===== src/rtl/alarm_pkg.sv =====
// Shared types and helpers for the alarm clock: operating modes, active-low
// seven-segment digit patterns (bit6=g .. bit0=a) and wrap-around increments.
package alarm_pkg;

    typedef enum logic [1:0] {
        MODE_RUN     = 2'b00,
        MODE_SET_CLK = 2'b01,
        MODE_SET_ALM = 2'b10,
        MODE_RING    = 2'b11
    } mode_e;

    localparam logic [6:0] SEG7_0     = 7'b1000000;
    localparam logic [6:0] SEG7_1     = 7'b1111001;
    localparam logic [6:0] SEG7_2     = 7'b0100100;
    localparam logic [6:0] SEG7_3     = 7'b0110000;
    localparam logic [6:0] SEG7_4     = 7'b0011001;
    localparam logic [6:0] SEG7_5     = 7'b0010010;
    localparam logic [6:0] SEG7_6     = 7'b0000010;
    localparam logic [6:0] SEG7_7     = 7'b1111000;
    localparam logic [6:0] SEG7_8     = 7'b0000000;
    localparam logic [6:0] SEG7_9     = 7'b0010000;
    localparam logic [6:0] SEG7_BLANK = 7'b1111111;

    function automatic logic [6:0] digit_to_seg7(input logic [3:0] digit);
        case (digit)
            4'd0:    return SEG7_0;
            4'd1:    return SEG7_1;
            4'd2:    return SEG7_2;
            4'd3:    return SEG7_3;
            4'd4:    return SEG7_4;
            4'd5:    return SEG7_5;
            4'd6:    return SEG7_6;
            4'd7:    return SEG7_7;
            4'd8:    return SEG7_8;
            4'd9:    return SEG7_9;
            default: return SEG7_BLANK;
        endcase
    endfunction

    function automatic logic [4:0] inc_mod24(input logic [4:0] v);
        return (v == 5'd23) ? 5'd0 : v + 5'd1;
    endfunction

    function automatic logic [5:0] inc_mod60(input logic [5:0] v);
        return (v == 6'd59) ? 6'd0 : v + 6'd1;
    endfunction

endpackage


===== src/rtl/button_debounce.sv =====
// Two-flop synchroniser plus stability counter; emits a one-cycle press pulse
// when a 0->1 change has held for DEB_CYCLES consecutive samples.
module button_debounce #(
    parameter int DEB_CYCLES = 500000
) (
    input  logic clk_i,
    input  logic rst_ni,
    input  logic btn_i,
    output logic press_o
);
    localparam int CW = $clog2(DEB_CYCLES + 1);

    logic [1:0]    sync_q;
    logic          stable_q, stable_d;
    logic [CW-1:0] cnt_q, cnt_d;
    logic          press_q, press_d;

    always_comb begin
        // NOTE: every always_comb output gets a default first so no path infers a latch.
        stable_d = stable_q;
        cnt_d    = '0;
        press_d  = 1'b0;
        if (sync_q[1] != stable_q) begin
            if (cnt_q == CW'(DEB_CYCLES - 1)) begin
                stable_d = sync_q[1];
                press_d  = sync_q[1];
            end else begin
                cnt_d = cnt_q + CW'(1);
            end
        end
    end

    always_ff @(posedge clk_i) begin
        // NOTE: reset is synchronous (sampled on the edge) and all state uses non-blocking assignments.
        if (!rst_ni) begin
            sync_q   <= '0;
            stable_q <= 1'b0;
            cnt_q    <= '0;
            press_q  <= 1'b0;
        end else begin
            sync_q   <= {sync_q[0], btn_i};
            stable_q <= stable_d;
            cnt_q    <= cnt_d;
            press_q  <= press_d;
        end
    end

    assign press_o = press_q;

endmodule


===== src/rtl/alarm_ctrl.sv =====
// Alarm clock: prescaled hh:mm:ss timekeeping, set-clock / set-alarm modes,
// ringing with auto-stop, and registered seven-segment / LED / buzzer outputs.
module alarm_ctrl
    import alarm_pkg::*;
#(
    parameter int CLK_HZ     = 50000000,
    parameter int DEB_CYCLES = 500000,
    parameter int RING_SECS  = 60
) (
    input  logic       clk,
    input  logic       reset,
    input  logic       switch1,
    input  logic       switch2,
    input  logic       switch3,
    input  logic       switch4,
    input  logic       button1,
    input  logic       button2,
    output logic [1:0] leds,
    output logic [6:0] seg1,
    output logic [6:0] seg2,
    output logic [6:0] seg3,
    output logic [6:0] seg4,
    output logic       buzz
);
    localparam int PW = $clog2(CLK_HZ + 1);
    localparam int RW = $clog2(RING_SECS + 1);
    localparam logic [PW-1:0] PRESC_MAX  = PW'(CLK_HZ - 1);
    localparam logic [PW-1:0] PRESC_HALF = PW'(CLK_HZ / 2);

    mode_e         state_q, state_d;
    logic [PW-1:0] presc_q, presc_d;
    logic [4:0]    hh_q, hh_d, alm_hh_q, alm_hh_d, inc_hh, disp_hh;
    logic [5:0]    mm_q, mm_d, ss_q, ss_d, alm_mm_q, alm_mm_d, inc_mm, inc_ss, disp_mm;
    logic [RW-1:0] ring_cnt_q, ring_cnt_d;
    logic [1:0]    leds_q;
    logic [6:0]    seg1_q, seg2_q, seg3_q, seg4_q;
    logic          buzz_q;
    logic          press1, press2, tick, alarm_hit, ring_done;

    button_debounce #(.DEB_CYCLES(DEB_CYCLES)) u_deb_hours (
        .clk_i(clk), .rst_ni(reset), .btn_i(button1), .press_o(press1)
    );
    button_debounce #(.DEB_CYCLES(DEB_CYCLES)) u_deb_minutes (
        .clk_i(clk), .rst_ni(reset), .btn_i(button2), .press_o(press2)
    );

    assign tick = (presc_q == PRESC_MAX);

    always_comb begin
        inc_ss = ss_q;
        inc_mm = mm_q;
        inc_hh = hh_q;
        if (tick) begin
            inc_ss = inc_mod60(ss_q);
            if (ss_q == 6'd59) begin
                inc_mm = inc_mod60(mm_q);
                if (mm_q == 6'd59) begin
                    inc_hh = inc_mod24(hh_q);
                end
            end
        end
    end

    // The alarm fires on the tick that lands exactly on alm_hh:alm_mm:00.
    assign alarm_hit = tick && !switch4 && !switch1 && (inc_hh == alm_hh_q)
                       && (inc_mm == alm_mm_q) && (inc_ss == 6'd0);
    assign ring_done = tick && (ring_cnt_q == RW'(RING_SECS - 1));

    always_comb begin
        state_d = state_q;
        if (switch2) begin
            state_d = MODE_SET_CLK;
        end else if (switch3) begin
            state_d = MODE_SET_ALM;
        end else begin
            case (state_q)
                MODE_RUN:  if (alarm_hit) state_d = MODE_RING;
                MODE_RING: if (switch4 || press1 || press2 || ring_done) state_d = MODE_RUN;
                default:   state_d = MODE_RUN;
            endcase
        end
    end

    always_comb begin
        presc_d    = tick ? '0 : presc_q + PW'(1);
        ss_d       = inc_ss;
        mm_d       = inc_mm;
        hh_d       = inc_hh;
        alm_hh_d   = alm_hh_q;
        alm_mm_d   = alm_mm_q;
        ring_cnt_d = '0;
        case (state_q)
            MODE_SET_CLK: begin
                presc_d = '0;
                ss_d    = '0;
                hh_d    = press1 ? inc_mod24(hh_q) : hh_q;
                mm_d    = press2 ? inc_mod60(mm_q) : mm_q;
            end
            MODE_SET_ALM: begin
                if (press1) alm_hh_d = inc_mod24(alm_hh_q);
                if (press2) alm_mm_d = inc_mod60(alm_mm_q);
            end
            MODE_RING: ring_cnt_d = tick ? ring_cnt_q + RW'(1) : ring_cnt_q;
            default: ;
        endcase
        if (switch1) begin
            presc_d = '0;
            hh_d    = '0;
            mm_d    = '0;
            ss_d    = '0;
        end
    end

    // Outputs register the next-state view so they change on the same edge as the state.
    assign disp_hh = (state_d == MODE_SET_ALM) ? alm_hh_d : hh_d;
    assign disp_mm = (state_d == MODE_SET_ALM) ? alm_mm_d : mm_d;

    always_ff @(posedge clk) begin
        if (!reset) begin
            state_q    <= MODE_RUN;
            presc_q    <= '0;
            hh_q       <= '0;
            mm_q       <= '0;
            ss_q       <= '0;
            alm_hh_q   <= 5'd6;
            alm_mm_q   <= '0;
            ring_cnt_q <= '0;
            leds_q     <= MODE_RUN;
            seg1_q     <= SEG7_0;
            seg2_q     <= SEG7_0;
            seg3_q     <= SEG7_0;
            seg4_q     <= SEG7_0;
            buzz_q     <= 1'b0;
        end else begin
            state_q    <= state_d;
            presc_q    <= presc_d;
            hh_q       <= hh_d;
            mm_q       <= mm_d;
            ss_q       <= ss_d;
            alm_hh_q   <= alm_hh_d;
            alm_mm_q   <= alm_mm_d;
            ring_cnt_q <= ring_cnt_d;
            leds_q     <= state_d;
            seg1_q     <= digit_to_seg7(4'(disp_hh / 5'd10));
            seg2_q     <= digit_to_seg7(4'(disp_hh % 5'd10));
            seg3_q     <= digit_to_seg7(4'(disp_mm / 6'd10));
            seg4_q     <= digit_to_seg7(4'(disp_mm % 6'd10));
            buzz_q     <= (state_d == MODE_RING) && (presc_d < PRESC_HALF);
        end
    end

    assign leds = leds_q;
    assign seg1 = seg1_q;
    assign seg2 = seg2_q;
    assign seg3 = seg3_q;
    assign seg4 = seg4_q;
    assign buzz = buzz_q;

endmodule


===== config.mk =====
export PLATFORM = sky130hd
export DESIGN_NAME = alarm_ctrl
export DESIGN_NICKNAME = d
export VERILOG_FILES = /design/src/rtl/alarm_pkg.sv /design/src/rtl/button_debounce.sv /design/src/rtl/alarm_ctrl.sv
export SDC_FILE = /design/constraint.sdc
export NUM_CORES = 1
export LEC_CHECK = 0
export BUFFER_PORTS_ARGS = -buffer_cell sky130_fd_sc_hd__buf_2
export CAP_MARGIN = 20
export CORE_ASPECT_RATIO = 2
export CORE_UTILIZATION = 56
export DETAILED_ROUTE_END_ITERATION = 8
export PLACE_DENSITY = 0.87
export SYNTH_ARGS = -nofsm -noshare
export SYNTH_HDL_FRONTEND = slang
export SYNTH_SLANG_ARGS = --single-unit
export TNS_END_PERCENT = 1

===== constraint.sdc =====
create_clock -name clk -period 6.1 [get_ports clk]
set_input_delay 0.305 -clock clk [delete_from_list [all_inputs] [get_ports clk]]
set_output_delay 0.305 -clock clk [all_outputs]
set_load 0.01 [all_outputs]

# ---- Yosys cells after proc, flatten, opt, wreduce, memory -nomap -nowiden
# Memories as Yosys holds them, arrays and structs flattened. A register that Yosys moved wholly into a read port is not among the register bits.
# Index checks and enable logic that the tools add are counted.
dict set report totals {
  latchBits 0
  ramBits 0
  ff_bits 109
  input_bits 8
  output_inout_bits 31
  n_memories 4
  word_cells 113
  rom_bits 448
}
dict set report op_classes {
  multipliers 0
  addsub 9
  eq_ne 18
  order_cmp 1
  div_mod_pow 4
  bitwise 3
  n_shift 0
  n_mux 31
  reduce_logical 26
}
# name words word_bits read_ports rd_ports_with_merged_regs write_ports line
set mem_list {}
lappend mem_list {{(name not given)} 16 7 1 1 0 alarm_pkg.sv:25} ;# case (digit)
lappend mem_list {{(name not given)} 16 7 1 1 0 alarm_pkg.sv:25}
lappend mem_list {{(name not given)} 16 7 1 1 0 alarm_pkg.sv:25}
lappend mem_list {{(name not given)} 16 7 1 1 0 alarm_pkg.sv:25}
# op count
set ops {}
lappend ops {{$mux 26} 3}
lappend ops {{$mux 6} 12}
lappend ops {{$mux 5} 11}
lappend ops {{$add 19x1->19 const B} 2}
lappend ops {{$eq 19x19->1 const B} 2}
lappend ops {{$add 26x1->26 const B} 1}
lappend ops {{$eq 26x26->1 const B} 1}
lappend ops {{$lt 26x25->1 const B} 1}
lappend ops {{$add 6x1->6 const B} 4}
lappend ops {{$eq 6x6->1 const B} 4}
lappend ops {{$add 5x1->5 const B} 2}
lappend ops {{$eq 5x5->1 const B} 2}
lappend ops {{$reduce_or 3->1} 3}
lappend ops {{$eq 2x2->1 const B} 4}
lappend ops {{$mux 2} 4}
lappend ops {{$logic_and 1x1->1} 7}
lappend ops {{$div 6x4->6 const B} 1}
lappend ops {{$eq 6x6->1} 1}
lappend ops {{$logic_not 1->1} 6}
lappend ops {{$logic_not 6->1} 1}
lappend ops {{$mod 6x4->6 const B} 1}
lappend ops {{$reduce_and 2->1} 3}
lappend ops {{$reduce_and 3->1} 2}
lappend ops {{$div 5x4->5 const B} 1}
lappend ops {{8 further kinds} 13}

# ---- Logic depth before layout (Yosys ltp)
dict set report logic_depth {
  word_depth 16
  mapped_depth 31
  ltp_nobuf 26
}

# ---- Cells and area by module
# From an unflattened synthesis, not the netlist that was laid out.
dict set report unflattened {
  hier_cells 1028
  area_unflattened_um2 8530.7
}
# module seq_area_each_um2 cells_per_inst instances area_each_um2
set by_module_without_submodules {}
lappend by_module_without_submodules {alarm_ctrl 1781.7 806 1 6408.6}
lappend by_module_without_submodules {button_debounce 460.4 111 2 1061.0}

# ---- Worst setup path before layout
# No wires, ideal clock.
dict set report synth_path {
  kind {reg2reg}
  start {register presc_q[0]}
  end {register seg4_q[6] (netlist: seg4[6])}
  t_arrival_ps 5707
  period_less_slack_ps 5840
  n_path_buf 3
  stages_incl_launch_ff 25
  required_ps 5967
  path_slack_ps 260
  setup_time_ps 133
  path_cell_list {dfxtp_1 > ha_1 > nand4_2 > or4_4 > nor4_4 > mux2_1 > a211o_1 > nor4_4 > and4_1 > buf_6 > nor2_8 > buf_6 > buf_2 > mux2_2 > ha_1 > o31a_1 > o21ai_0 > nand2_1 > nor3_1 > a21oi_2 > ha_1 > a32o_1 > a221o_1 > a2111oi_2 > o21ai_1}
}
dict set report synth_via {
  elab_chain_len 13
  elab_cells_between_ends 24
  cone_classes {div (1); eq/ne (4); mux (11); reduce/logical (8)}
}
# element line
set synth_rtl {}
lappend synth_rtl {{from (decl)} alarm_ctrl.sv:31} ;# logic [PW-1:0] presc_q, presc_d;
lappend synth_rtl {{from (signal assigned)} alarm_ctrl.sv:136} ;# presc_q <= presc_d;
lappend synth_rtl {{$eq 26x26->1 (*)} alarm_ctrl.sv:47} ;# assign tick = (presc_q == PRESC_MAX);
lappend synth_rtl {{$mux 5 or $logic_and 1x1->1 (tied branches)} {alarm_ctrl.sv:53, alarm_ctrl.sv:65}}
lappend synth_rtl {{$eq 5x5->1 or $logic_and 1x1->1 (tied branches)} alarm_ctrl.sv:65} ;# assign alarm_hit = tick && !switch4 && !switch1 && (inc_hh == alm_hh_q)
lappend synth_rtl {{$logic_and 1x1->1} alarm_ctrl.sv:65}
lappend synth_rtl {{$logic_and 1x1->1 (2 in a row)} alarm_ctrl.sv:66} ;# && (inc_mm == alm_mm_q) && (inc_ss == 6'd0);
lappend synth_rtl {{$mux 2} alarm_ctrl.sv:77} ;# MODE_RUN: if (alarm_hit) state_d = MODE_RING;
lappend synth_rtl {{$pmux 2 s2} alarm_ctrl.sv:76} ;# case (state_q)
lappend synth_rtl {{$mux 2} alarm_ctrl.sv:73} ;# end else if (switch3) begin
lappend synth_rtl {{$mux 2} alarm_ctrl.sv:71} ;# if (switch2) begin
lappend synth_rtl {{$eq 2x2->1} alarm_ctrl.sv:116} ;# assign disp_mm = (state_d == MODE_SET_ALM) ? alm_mm_d : mm_d;
lappend synth_rtl {{$mux 6 (*)} alarm_ctrl.sv:116}
lappend synth_rtl {{$mod 6x4->6 (*)} alarm_ctrl.sv:147} ;# seg4_q <= digit_to_seg7(4'(disp_mm % 6'd10));
lappend synth_rtl {{to (decl)} alarm_ctrl.sv:36} ;# logic [6:0] seg1_q, seg2_q, seg3_q, seg4_q;
# Every way passes the cells marked *; elsewhere a longest branch is shown, timed or not.
# A chain may end at the register's enable or synchronous reset.

# ---- Final worst setup path
dict set report layout_path {
  start {register ss_q[0]}
  end {register seg4_q[4] (netlist: seg4[4])}
}
dict set report layout_via {
  elab_chain_len 14
  elab_cells_between_ends 23
  cone_classes {add/sub (1); div (1); eq/ne (4); mux (13); reduce/logical (4)}
}
# element line
set layout_rtl {}
lappend layout_rtl {{from (decl)} alarm_ctrl.sv:33} ;# logic [5:0] mm_q, mm_d, ss_q, ss_d, alm_mm_q, alm_mm_d, inc_mm, inc_ss, disp_mm;
lappend layout_rtl {{from (signal assigned)} alarm_ctrl.sv:139} ;# ss_q <= ss_d;
lappend layout_rtl {{parallel branches: the longest is 12 deep, another holds $add 6x1->6} n/a}
lappend layout_rtl {{$mux 6 (*)} alarm_ctrl.sv:116}
lappend layout_rtl {{$mod 6x4->6 (*)} alarm_ctrl.sv:147}
# Mark *: on every way between the ends.

==> impl_metrics.csv <==
group,metric,value,unit
outcome,status,"finished clean",
timing,slew_headroom,40.7,%
grt,track_usage,28.2,%
final_layout,num_antenna_cells,0,
detailed_routing,ant_nets,0,
timing,setup_viol,0,
synthesis,synth_cell_types,91,
grt,overflow,0,
grt,grt_max_degree,30,
clock_network,cts_inserted_buffers,17,
final_layout,fillerInstances,1154,
setup_path,critical_path_depth,21,
setup_path,critPathLaunchType,"register",
setup_path,cp_slowest_stage_delay,0.64,ns
detailed_routing,drt-total-wl,20500,µm
setup_path,endpoint,"seg4[4]",
clock_network,htreeDepth,4,
final_layout,seq_area,2700,µm²
setup_path,cp_top_family,"simple AND/OR/NAND/NOR gates",
min_path,hold_class,"in -> reg",
timing,finalMaxSlewViolations,0,
detailed_routing,wire_per_inst,16.9,µm
timing,setup-tns-final,0,ns
synthesis,yosysSeqAreaShare,33.7,%
die,core_area,14000,µm²
final_layout,nets,1053,
synthesis,synth_nets,1017,
clock_network,clock-sinks,135,
setup_path,crit_required,6.42,ns
setup_path,path_max_fanout,10,
synthesis,syn_avg_cell_area,8.22,µm²
final_layout,syn_to_final_growth,13.3,%
die,start_util,57.4,%
placed_design,dp_hpwl,14300,µm
synthesis,synth_seq_cells,135,
grt,first_global_vias,7111,
clock_network,cts_buffer_depth,2,
setup_path,cp_common_cell,"ha_1",
final_layout,stdcell_count,1213,
timing,fmax,166,MHz
die,pin_count,39,
detailed_routing,num_vias,7367,
setup_path,path_class,"reg -> reg",
synthesis,netlist_instances,975,
timing,hold_viol,0,
synthesis,synthArstFlopShare,0,%
clock_network,cts_hold_buf,0,
setup_path,crit_chain,"ha_2, nand3b_1, or4_1, nor4_1, a31oi_1, and4_1, and4_2, nor2_8, mux2_2, ha_1, o31a_1, o21ai_0, nand2_1, nor3_2, a21oi_2, ha_1, a32o_1, a221o_1, nor2_1, a211oi_1, a311oi_1",
synthesis,syn-cell-area,8010,µm²
timing,min_period,6.01,ns
pwr,p_per_area,237,nW/µm²
die,fp-row-count,61,
timing,finClkSkew,0.0132,ns
placed_design,io_buffers,37,
pwr,p_leak,3.37,nW
clock_network,clk_latency,0.44,ns
detailed_routing,drt_iter0_markers,408,
final_layout,drive_gt1_share,13.4,%
setup_path,r2r_cells,21,
synthesis,synth_enable_flop_cells,0,
detailed_routing,drc,0,
placed_design,place_congestion,0.953,
placed_design,post-place-ws,0.217,ns
clock_network,root_buffer,"clkbuf_16",
synthesis,ys_warn_count,0,
grt,grt_pass1_wl,32600,µm
pwr,ir_worst_vdd,0.257,mV
setup_path,ff2ff_setup_slack,0.09,ns
setup_path,critPathArrivalTime,6.33,ns
clock_network,clkTransAtPathRegs,0.07,ns
setup_path,r2r_start,"ss_q[0]",
setup_path,slowest_stage,"or4_1",
detailed_routing,dr.pass1.iters,5,
job,maxCapViolations,0,
setup_path,r2r-end,"seg4[4]",
setup_path,startpoint,"ss_q[0]",
min_path,hp-start,"button2",
die,chipHeight,171,µm
final_layout,fin_util,65.0,%
grt,antenna_found_initial,0,
placed_design,dp_cells,1173,
timing,tightest_slew,0.881,ns
final_layout,multi_input_area,5010,µm²
timing,postLayoutSetupSlackWorst,0.0852,ns
die,fp.dieW,86.6,µm
setup_path,end_kind,"register",
timing,period_share,98.6,%
die,die-area,14800,µm²
clock_network,cts_tree,"built",
detailed_routing,vias_per_cell,6.07,
setup_path,cp_num_buf_inv,0,
synthesis,synth-main-ff-cell,"dfxtp_1",
==> cell usage after synthesis (4+ instances only) <==
library cell	number	area, µm²
nand3_1	49	245
o21ai_0	25	125
nor2b_1	11	68.8
nand4_1	21	131
and3_1	14	87.6
nor4_1	7	43.8
clkbuf_1	25	93.8
o31a_1	8	70.1
and4_1	5	43.8
o21a_1	5	37.5
a211oi_1	6	45.0
a21oi_1	43	215
nand2_1	86	323
o22ai_1	5	31.3
a31oi_1	5	31.3
and2_1	11	68.8
nor4b_1	5	43.8
a21o_1	5	37.5
a21boi_1	4	30.0
a21oi_2	5	43.8
xor2_1	33	289
mux2_2	4	45.0
nand3b_1	4	30.0
nor2_1	144	541
buf_2	6	30.0
nand4b_1	4	35.0
nor3_1	30	150
inv_1	42	158
ha_1	34	425
nand2b_1	7	43.8
o31ai_1	7	52.6
or3_1	14	87.6
o211ai_1	6	45.0
dfxtp_1	135	2700
mux2i_1	25	250
nor3b_1	6	45.0
xnor2_1	37	324
or4_1	5	37.5
==> worst min-delay path by stage <==
stage | end | slack, ns | cells past startpoint
finish | u_deb_minutes.sync_q[0] | 0.07 | 2
global route | u_deb_minutes.sync_q[0] | 0.07 | 2
CTS | u_deb_hours.sync_q[0] | 0.07 | 2
detailed placement | u_deb_minutes.sync_q[1] | 0.42 | 1
global placement | u_deb_minutes.sync_q[1] | 0.42 | 1
floorplan | leds[1] | 0.40 | 1
==> power breakdown <==
part	switching, mW	internal (mW)	total, mW
Clock	0.443	0.666	1.11
Sequential	0.00506	0.894	0.899
Combinational	0.0894	0.0530	0.142
Total	0.538	1.61	2.15
==> layout make-up <==
class | count | share of cell area, %
sequential | 135 | 29.8
tap | 189 | 2.61
timing repair buffer | 56 | 3.61
inverter | 45 | 1.86
clock buffer | 18 | 4.84
clock inverter | 14 | 2.07
multi-input combinational | 756 | 55.2
==> per-layer routing <==
layer	GRT usage, %	wire, µm	share of wire [%]
met3	5.69	830	4.0
met2	53.5	11100	54
met1	25.4	7200	35
met5	0	0	0
met4	21.2	1400	6.8
==> metrics by stage <==
stage	power, mW	hold WS, ns	area [µm²]
2_1_floorplan	1.02	0.397	8010
3_3_place_gp	1.05	0.419	8330
3_5_place_dp	1.05	0.417	8330
4_1_cts	2.15	0.0727	8960
5_1_grt	2.20	0.0750	9080
6_report	2.15	0.0736	9080
==> layout by cell type, fill, tap and decap left out, types with 7 or more instances in the layout <==
cell       synthesis  final
mux2i_1           25     25
buf_4              2     19
and2_1            11     11
nor3_1            30     29
or3_1             14     13
dfxtp_1          135    135
nand3_1           49     49
nor4_1             7      7
nand4_1           21     21
clkbuf_16          0     17
ha_1              34     32
and3_1            14     14
inv_1             42     42
nand2b_1           7      7
a21oi_1           43     42
nor2b_1           11     11
buf_2              6     37
nor2_1           144    144
xnor2_1           37     35
o31ai_1            7      7
o31a_1             8      8
o21ai_0           25     24
nand2_1           86     86
xor2_1            33     33
==> cells by family after synthesis <==
logic type	after synthesis	share of synthesized area [%]
buf+inv	84	4.40
fa+ha+maj	34	5.31
flops	135	33.7
mux	33	4.48
compound gates	171	15.5
xor+xnor	72	8.06
simple gates	445	28.5
other cells	1	0.0468
==> sequential cells by signal, summed over array words and instances (netlist names), 7 cells and up <==
name                 cells
seg3                     7
seg2                     7
u_deb_minutes.cnt_q     19
presc_q                 26
u_deb_hours.cnt_q       19
seg4                     7
==> what timing repair did <==
action | CTS | global route
setup buffers | 0 | 8
setup endpoints to repair | 0 | 14
hold endpoints to repair | 0 | 0
resized for setup | 0 | 12
No activity file was read; power rests on OpenSTA's default activity.
